===== config.mk =====
export PLATFORM = sky130hd
export DESIGN_NAME = update_pattern_grid_flat
export DESIGN_NICKNAME = d
export VERILOG_FILES = /design/src/rtl/update_pattern_grid_pkg.sv /design/src/rtl/update_pattern_grid_if.sv /design/src/rtl/update_pattern_grid_row_enc.sv /design/src/rtl/update_pattern_grid.sv /design/src/flat_wrapper.sv
export SDC_FILE = /design/constraint.sdc
export NUM_CORES = 1
export LEC_CHECK = 0
export CAP_MARGIN = 10
export CORE_ASPECT_RATIO = 0.75
export CORE_UTILIZATION = 45
export CTS_BUF_LIST = sky130_fd_sc_hd__clkbuf_2
export CTS_CLUSTER_SIZE = 8
export DETAILED_ROUTE_END_ITERATION = 10
export HOLD_SLACK_MARGIN = 0.02
export PLACE_DENSITY = 0.81
export REMOVE_ABC_BUFFERS = 1
export SLEW_MARGIN = 20
export SYNTH_ARGS = -nofsm -noshare
export SYNTH_HDL_FRONTEND = slang
export SYNTH_SLANG_ARGS = --single-unit
export TNS_END_PERCENT = 50

===== constraint.sdc =====
create_clock -name clk -period 2 [get_ports clk]
set_input_delay 0.2 -clock clk [delete_from_list [all_inputs] [get_ports clk]]
set_output_delay 0.2 -clock clk [all_outputs]
set_load 0.01 [all_outputs]

===== src/rtl/update_pattern_grid_pkg.sv =====
// Shared types and constants for the 5x5 display pattern grid.
// Rows are COLS bits wide; a grid is ROWS rows with the newest row at the top index.
package pattern_pkg;

  localparam int ROWS = 5;
  localparam int COLS = 5;
  localparam int CNT_W = 3;
  localparam int RES_W = 12;

  localparam logic [CNT_W-1:0] MAX_ROWS = CNT_W'(ROWS);

  typedef logic [COLS-1:0] row_t;
  typedef row_t [ROWS-1:0] grid_t;

  typedef enum logic {
    DOT = 1'b0,
    BAR = 1'b1
  } enc_mode_e;

  // Saturating increment used by the row counter.
  function automatic logic [CNT_W-1:0] sat_inc(input logic [CNT_W-1:0] value,
                                               input logic [CNT_W-1:0] limit);
    sat_inc = (value >= limit) ? limit : value + CNT_W'(1);
  endfunction

endpackage


===== src/rtl/update_pattern_grid_if.sv =====
// Bundle between the result datapath (master) and the pattern grid (slave).
// The display driver reads pattern/full/row_count straight off this bundle.
interface update_pattern_grid_if;
  import pattern_pkg::*;

  logic                  set;
  logic [RES_W-1:0]      result;
  logic                  data;
  grid_t                 pattern;
  logic                  full;
  logic [CNT_W-1:0]      row_count;

  modport master (
    output set,
    output result,
    output data,
    input  pattern,
    input  full,
    input  row_count
  );

  modport slave (
    input  set,
    input  result,
    input  data,
    output pattern,
    output full,
    output row_count
  );

endinterface


===== src/rtl/update_pattern_grid_row_enc.sv =====
// Combinational row encoder: turns a 12-bit result into one 5-bit display row,
// either a single dot (one-hot) or a bar (thermometer).
module pattern_row_enc
  import pattern_pkg::*;
(
  input  logic [RES_W-1:0] result,
  input  logic             data,
  output row_t             row
);

  enc_mode_e mode;

  assign mode = enc_mode_e'(data);

  // Full-width compares, so large results never alias onto small ones.
  always_comb begin
    row = '0;
    for (int i = 0; i < COLS; i++) begin
      if (mode == BAR) begin
        row[i] = (result > RES_W'(i));
      end else begin
        row[i] = (result == RES_W'(i + 1));
      end
    end
  end

endmodule


===== src/rtl/update_pattern_grid.sv =====
// Pattern grid top: shifts an encoded row in at the top on every set cycle
// and keeps a saturating count of rows written since reset.
module update_pattern_grid
  import pattern_pkg::*;
(
  input  logic                 clk,
  input  logic                 reset,
  update_pattern_grid_if.slave bus
);

  grid_t            grid_q, grid_d;
  logic [CNT_W-1:0] row_count_q, row_count_d;
  logic             full_q, full_d;
  row_t             new_row;

  pattern_row_enc u_row_enc (
    .result (bus.result),
    .data   (bus.data),
    .row    (new_row)
  );

  // Newest row enters at index ROWS-1; the row at index 0 falls off.
  always_comb begin
    grid_d      = grid_q;
    row_count_d = row_count_q;
    if (bus.set) begin
      grid_d      = {new_row, grid_q[ROWS-1:1]};
      row_count_d = sat_inc(row_count_q, MAX_ROWS);
    end
    full_d = (row_count_d == MAX_ROWS);
  end

  always_ff @(posedge clk) begin
    if (reset) begin
      grid_q      <= '0;
      row_count_q <= '0;
      full_q      <= 1'b0;
    end else begin
      grid_q      <= grid_d;
      row_count_q <= row_count_d;
      full_q      <= full_d;
    end
  end

  assign bus.pattern   = grid_q;
  assign bus.full      = full_q;
  assign bus.row_count = row_count_q;

endmodule


===== src/flat_wrapper.sv =====
// flat-port wrapper written by rule: the top's interface ports become plain ports
module update_pattern_grid_flat import pattern_pkg::*;
  (clk, reset, bus_set, bus_result, bus_data, bus_pattern, bus_full, bus_row_count);
  update_pattern_grid_if bus_i ();
  input  logic clk;
  input  logic reset;
  input wire logic [$bits(bus_i.set)-1:0] bus_set;
  input wire logic [$bits(bus_i.result)-1:0] bus_result;
  input wire logic [$bits(bus_i.data)-1:0] bus_data;
  output wire logic [$bits(bus_i.pattern)-1:0] bus_pattern;
  output wire logic [$bits(bus_i.full)-1:0] bus_full;
  output wire logic [$bits(bus_i.row_count)-1:0] bus_row_count;
  assign bus_i.set = bus_set;
  assign bus_i.result = bus_result;
  assign bus_i.data = bus_data;
  assign bus_pattern = bus_i.pattern;
  assign bus_full = bus_i.full;
  assign bus_row_count = bus_i.row_count;
  update_pattern_grid u_core (.clk(clk), .reset(reset), .bus(bus_i));
endmodule

==> metrics.csv, run 1 <==
stage,metric,value,unit
floorplan,num_rows,15,
clock_tree,clock-root-buffer,clkbuf_2,
placement,numPortBuffers,44,
global_routing,grt_max_degree,22,
synthesis,ys_warn_count,0,
clock_tree,clk_latency,0.36,ns
synthesis,ys_seq_elements,29,
sta,setup_viol,0,
synthesis,ys_async_sr_fraction,0,
outcome,status,"complete, no violations",
sta,fmax,0.5661,GHz
sta,worstMarginPinSlew,0.4507,ns
synthesis,synth.most_common_cell,dfxtp_1,
setup_path,worstPathCellList,clkdlybuf4s50_1 > or4_4 > nor4_4 > mux2_2 > a211oi_1,
drt,vias_per_cell,5.111,
sta,post-route-min-period,1.767,ns
floorplan,die_height,46.91,um
power_and_ir_drop,peakVddDrop,0.4083,mV
floorplan,die_area,2902,um^2
clock_tree,post_cts_buffers,0,
sta,finClkSkew,0.01320,ns
power_and_ir_drop,finalPower,1.042,mW
synthesis,ys_seq_area_frac,0.4798,
drt,drc,0,
synthesis,synth_commonest_cells,"29 x dfxtp_1, 25 x nor2_1, 20 x mux2i_1",
drt,drt_wl_total,2589,um
floorplan,core_area,2421,um^2
clock_tree,hold_buffers,0,
clock_tree,htree_levels,2,
worst_hold_path,hold_path.class,input pin to flop,
clock_tree,cts_tree,built,
synthesis,synth.largest_area_cell,dfxtp_1,
drt,dr.pass1.iters,4,
floorplan,start_util,0.4997,
setup_path,critPathMaxFanout,3,
synthesis,syn_avg_cell_area,9.679,um^2
synthesis,synth_edf_count,0,
placement,dpl.hpwl,1964,um
sta,drv_slew,0,
floorplan,die_w,61.88,um
setup_path,endpoint_kind,flop,
setup_path,cp_data_arrival_time,2.05,ns
placement,dp_slack,-0.1672,ns
sta,rsz0062_at_grt,no,
setup_path,cpMaxStageDelayCell,or4_4,
floorplan,pin_count,45,
sta,worst_slack,0.2335,ns
global_routing,globalRouteOverflowTotal,0,
drt,wl_per_cell,12.51,um
synthesis,ys.flop_type,dfxtp_1,
setup_path,critPathKind,input pin to flop,
synthesis,synth_cell_types,27,
setup_path,slowest_delay,0.55,ns
global_routing,grt_pass1_vias,982,
drt,via_count,1058,
global_routing,track_usage,0.2112,
final_layout,drive_gt1_frac,0.1040,
sta,relSlewSlack,0.6986,
final_layout,n_antenna_cell,0,
global_routing,grt_pass1_wl,4264,um
synthesis,syn_inst,125,
sta,finalCritPeriodShare,0.8833,
clock_tree,cts_resized,0,
drt,initialDrtViolationCount,46,
clock_tree,numCtsBuffers,5,
setup_path,critical_path.top_delay_family,simple AND/OR/NAND/NOR gates,
placement,gp_congestion,0.7706,
setup_path,r2r_cells,6,
setup_path,crit_cells,5,
worst_hold_path,hold_path_depth,3,
global_routing,antenna_found_initial,0,
drt,ant_nets,0,
synthesis,synth_top_cell_area_share,0.4798,
run,maxCapViolCount,0,
power_and_ir_drop,p_per_area,599.9,nW/um^2
setup_path,path_buf_inv,1,
synthesis,syn_area,1210,um^2
setup_path,critPathRequiredTime,2.29,ns
final_layout,design_area,1737,um^2
placement,placed_cell_area,1703,um^2
clock_tree,numClockSinks,29,
clock_tree,clockBufferDepth,2,
final_layout,area_delta_synth_final,43.54,%
synthesis,netlist_top_cells_area,"dfxtp_1 48%, mux2i_1 17%, nor2_1 7.8%",
setup_path,startpoint_type,input pin,
power_and_ir_drop,leakagePower,0.7115,nW
clock_tree,clk_pin_slew,0.15,ns
final_layout,final_nets,191,
sta,report.final.hold_viol_count,0,
## routing by layer
layer  wire (um)  up-vias  GRT usage
li1            -      530          -
met1        1167      473     0.2504
met2        1200       50     0.3527
met3         184        5    0.06336
met4          35        0     0.1067
met5           0        -          0
## through the flow
stage                     utilization  setup TNS (ns)  hold WS (ns)  std cells
after CTS                      0.7173               0        0.3261        207
after floorplan                     -               0        0.2691        118
after global routing           0.7173               0        0.3471        207
after global placement         0.7034         -0.1746        0.4706        200
final                          0.7173               0        0.3355        207
after detailed placement       0.7034         -0.3350        0.4834        200
## power by group
group          total (mW)  switching [mW]  internal (mW)
Sequential          0.611          0.0164          0.595
Clock               0.271           0.190         0.0815
Combinational       0.159          0.0698         0.0896
## worst register-to-register path, cell delays in order, from the launching register on
cell and delay [ns]:
dfxtp_1 0.46, inv_1 0.08, ha_1 0.20, o21ai_0 0.26
o21ai_0 0.16, a22oi_1 0.21, nor2b_1 0.06
## cells by family (layout without fill, tap and decap cells)
family                   count (synthesis)  after routing  share of synthesized area
AO/OA/AOI/OAI                           19             19                     0.1096
adder cells (fa/ha/maj)                  2              2                    0.02068
flip-flops                              29             29                     0.4798
XOR/XNOR                                 1              1                   0.007240
buffers and inverters                   12             60                    0.03826
multiplexers                            22             22                     0.1841
AND/OR/NAND/NOR                         40             40                     0.1603
## flip-flops by register name, summed over array words and instances (netlist names)
| name | count |
|---|---|
| u_core.bus.pattern | 25 |
| u_core.bus.row_count | 3 |
| u_core.bus.full | 1 |
## area by class of cell
type | instances | area, um^2
flip-flops and latches | 29 | 580.6
fillers | 176 | 684.4
multi-input cells | 84 | 583.1
repair buffers | 48 | 478.0
clock buffers | 6 | 30.03
well taps | 34 | 42.54
clock inverters | 1 | 3.754
inverters | 5 | 18.77
## final timing paths
| kind | from | endpoint | slack [ns] |
|---|---|---|---|
| setup / recovery | bus_result[5] | u_core.bus.pattern[20]$_SDFFE_PP0P_ | 0.23 |
| hold / removal | bus_set | u_core.bus.pattern[22]$_SDFFE_PP0P_ | 0.34 |
| setup reg to reg | u_core.bus.row_count[1]$_SDFF_PP0_ | u_core.bus.full$_SDFF_PP0_ | 0.49 |
| hold reg to reg | u_core.bus.pattern[23]$_SDFFE_PP0P_ | u_core.bus.pattern[23]$_SDFFE_PP0P_ | 0.51 |
## cells in the final DEF (no fill, tap or decap), types with 3 or more instances in the layout
cell type,synthesis,final
a21oi_1,4,4
o21ai_0,3,3
clkbuf_2,0,6
clkdlybuf4s50_1,0,43
mux2i_1,20,20
buf_4,0,3
nor2_1,25,25
inv_1,5,5
nand2_1,6,6
dfxtp_1,29,29
a211oi_1,3,3
(Power assumes the default switching activity.)
==> run 2: changes to the inputs <==
--- a/config.mk
+++ b/config.mk
@@ -5,7 +5,7 @@
 export SDC_FILE = /design/constraint.sdc
 export NUM_CORES = 1
 export LEC_CHECK = 0
-export CAP_MARGIN = 10
+export CAP_MARGIN = 5
 export CORE_ASPECT_RATIO = 0.75
 export CORE_UTILIZATION = 45
 export CTS_BUF_LIST = sky130_fd_sc_hd__clkbuf_2
==> results of run 2 <==
Final layout, timing and power as in run 1 (identical DEF).
==> run 3: changes to the inputs <==
--- a/config.mk
+++ b/config.mk
@@ -11,6 +11,7 @@
 export CTS_BUF_LIST = sky130_fd_sc_hd__clkbuf_2
 export CTS_CLUSTER_SIZE = 8
 export DETAILED_ROUTE_END_ITERATION = 10
+export GPL_TIMING_DRIVEN = 0
 export HOLD_SLACK_MARGIN = 0.02
 export PLACE_DENSITY = 0.81
 export REMOVE_ABC_BUFFERS = 1
==> run 3 against run 2 <==
Against the previous run: worst hold slack got worse by 0.076 ns; global-route usage is 1.3 points lower; combinational power decreased by 3%; largest cell class unchanged.
==> metrics.csv, run 3 (synthesis gave the netlist of run 1 again) <==
stage,metric,value,unit,change
global_routing,track_usage,0.1985,,-0.01270
drt,wl_per_cell,12.18,um,-2.7%
power_and_ir_drop,p_per_area,613.6,nW/um^2,+2.3%
global_routing,grt_pass1_wl,4077,um,-4.4%
final_layout,final_nets,188,,-1.6%
placement,dp.cells,197,,-1.5%
final_layout,mostFrequentLayoutCell,clkdlybuf4s50_1,,
setup_path,startpoint_type,input pin,,
sta,drv_slew,0,,unchanged
drt,drt_wl_total,2496,um,-3.6%
final_layout,drive_gt1_frac,0.09942,,-0.004631
worst_hold_path,hold_path.class,input pin to flop,,
global_routing,grt_max_degree,30,,+36%
outcome,status,"complete, no violations",,
global_routing,grt_pass1_vias,1006,,+2.4%
clock_tree,numCtsBuffers,5,,unchanged
final_layout,fillers,178,,+1.1%
floorplan,die_height,46.91,um,unchanged
final_layout,layout_common_cells,"43 x clkdlybuf4s50_1, 29 x dfxtp_1, 25 x nor2_1",,
clock_tree,cts_resized,0,,unchanged
setup_path,cp_data_arrival_time,2.14,ns,+0.09 ns
sta,worst_slack,0.1238,ns,-0.1097 ns
clock_tree,clock-root-buffer,clkbuf_2,,
placement,dpl.hpwl,1843,um,-6.2%
clock_tree,clk_pin_slew,0.14,ns,about the same
drt,drc,0,,unchanged
sta,rsz0062_at_grt,no,,
drt,via_count,1053,,-0.47%
floorplan,start_util,0.4997,,unchanged
final_layout,area_delta_synth_final,42.81,%,
run,maxCapViolCount,0,,unchanged
final_layout,n_antenna_cell,0,,unchanged
global_routing,globalRouteOverflowTotal,0,,unchanged
final_layout,largest_reg_flops,25,,unchanged
sta,finalCritPeriodShare,0.9381,,+0.05485
clock_tree,numClockSinks,29,,unchanged
sta,fmax,0.5330,GHz,-5.8%
clock_tree,hold_buffers,0,,unchanged
floorplan,core_area,2421,um^2,unchanged
clock_tree,clockBufferDepth,2,,unchanged
sta,setup_viol,0,,unchanged
placement,numPortBuffers,44,,unchanged
setup_path,critPathMaxFanout,5,,+2
power_and_ir_drop,peakVddDrop,0.3521,mV,-14%
final_layout,multi_input_comb_area,583.1,um^2,unchanged
final_layout,seq_area,580.6,um^2,unchanged
placement,dp_slack,-0.2705,ns,-0.1032 ns
drt,vias_per_cell,5.137,,+0.50%
worst_hold_path,hold_path_depth,2,,-1
sta,fin_setup_tns,0,ns,unchanged
final_layout,layoutNonFillerInstCount,205,,-0.97%
drt,initialDrtViolationCount,35,,-24%
setup_path,critPathRequiredTime,2.26,ns,-0.03 ns
power_and_ir_drop,leakagePower,0.7065,nW,-0.71%
global_routing,antenna_found_initial,0,,unchanged
floorplan,pin_count,45,,unchanged
drt,dr.pass1.iters,4,,unchanged
floorplan,num_rows,15,,unchanged
sta,post-route-min-period,1.876,ns,+0.1097 ns
setup_path,endpoint_kind,flop,,
sta,report.final.hold_viol_count,0,,unchanged
clock_tree,cts_tree,built,,
setup_path,r2r_cells,6,,unchanged
placement,gp_congestion,0.7216,,-6.4%
sta,worstMarginPinSlew,1.015,ns,+0.5638 ns
clock_tree,post_cts_buffers,0,,unchanged
drt,ant_nets,0,,unchanged
sta,hold_ws,0.2595,ns,-0.07602 ns
sta,relSlewSlack,0.3215,,-0.3771
sta,finClkSkew,0.007460,ns,-0.005743 ns
clock_tree,htree_levels,2,,unchanged
clock_tree,clk_latency,0.35,ns,about the same
floorplan,die_w,61.88,um,unchanged
floorplan,die_area,2902,um^2,unchanged
setup_path,critPathKind,input pin to flop,,
final_layout,final_util,0.7137,,-0.003618
[run 3: cell count changes in the layout (fill, tap and decap cells not counted), sizes merged]
cell    previous run  this run
buf                5         2
clkbuf             6         8
clkinv             1         0
[run 3: routing by layer]
metal | GRT usage | up-vias | wire length, um
met2 | 0.3290 | 41 | 1113
met4 | 0.08000 | 0 | 44
met3 | 0.07163 | 7 | 206
li1 | - | 526 | -
met1 | 0.2374 | 479 | 1133
met5 | 0 | - | 0
[run 3: layout make-up]
cell class | instances | area share
multi-input cells | 84 | 0.3374
repair buffers | 45 | 0.2679
inverters | 5 | 0.01086
well taps | 34 | 0.02462
clock buffers | 8 | 0.02317
flip-flops and latches | 29 | 0.3360
[run 3: final timing paths]
kind | from | end | slack, ns
setup / recovery | bus_result[5] | u_core.bus.pattern[20]$_SDFFE_PP0P_ | 0.12
hold / removal | bus_set | u_core.bus.pattern[24]$_SDFFE_PP0P_ | 0.26
setup reg to reg | u_core.bus.row_count[1]$_SDFF_PP0_ | u_core.bus.full$_SDFF_PP0_ | 0.47
hold reg to reg | u_core.bus.pattern[23]$_SDFFE_PP0P_ | u_core.bus.pattern[23]$_SDFFE_PP0P_ | 0.51
[run 3: report_power, final]
group / internal, mW / total [mW] / switching (mW)
Combinational: 0.0885 / 0.155 / 0.0670
Sequential: 0.595 / 0.612 / 0.0167
Clock: 0.103 / 0.293 / 0.190
[run 3: per-stage QoR]
step	cell area (um^2)	power, mW
after floorplan	1182	0.6769
after global placement	1665	0.7724
after detailed placement	1688	0.7808
after CTS	1728	1.065
after global routing	1728	1.103
final	1728	1.060
[run 3: worst max-delay path, cell delays in order]
cell and delay [ns]:
clkdlybuf4s50_1 0.40, or4_4 0.55, nor4_4 0.37, mux2_2 0.38, a211oi_1 0.23
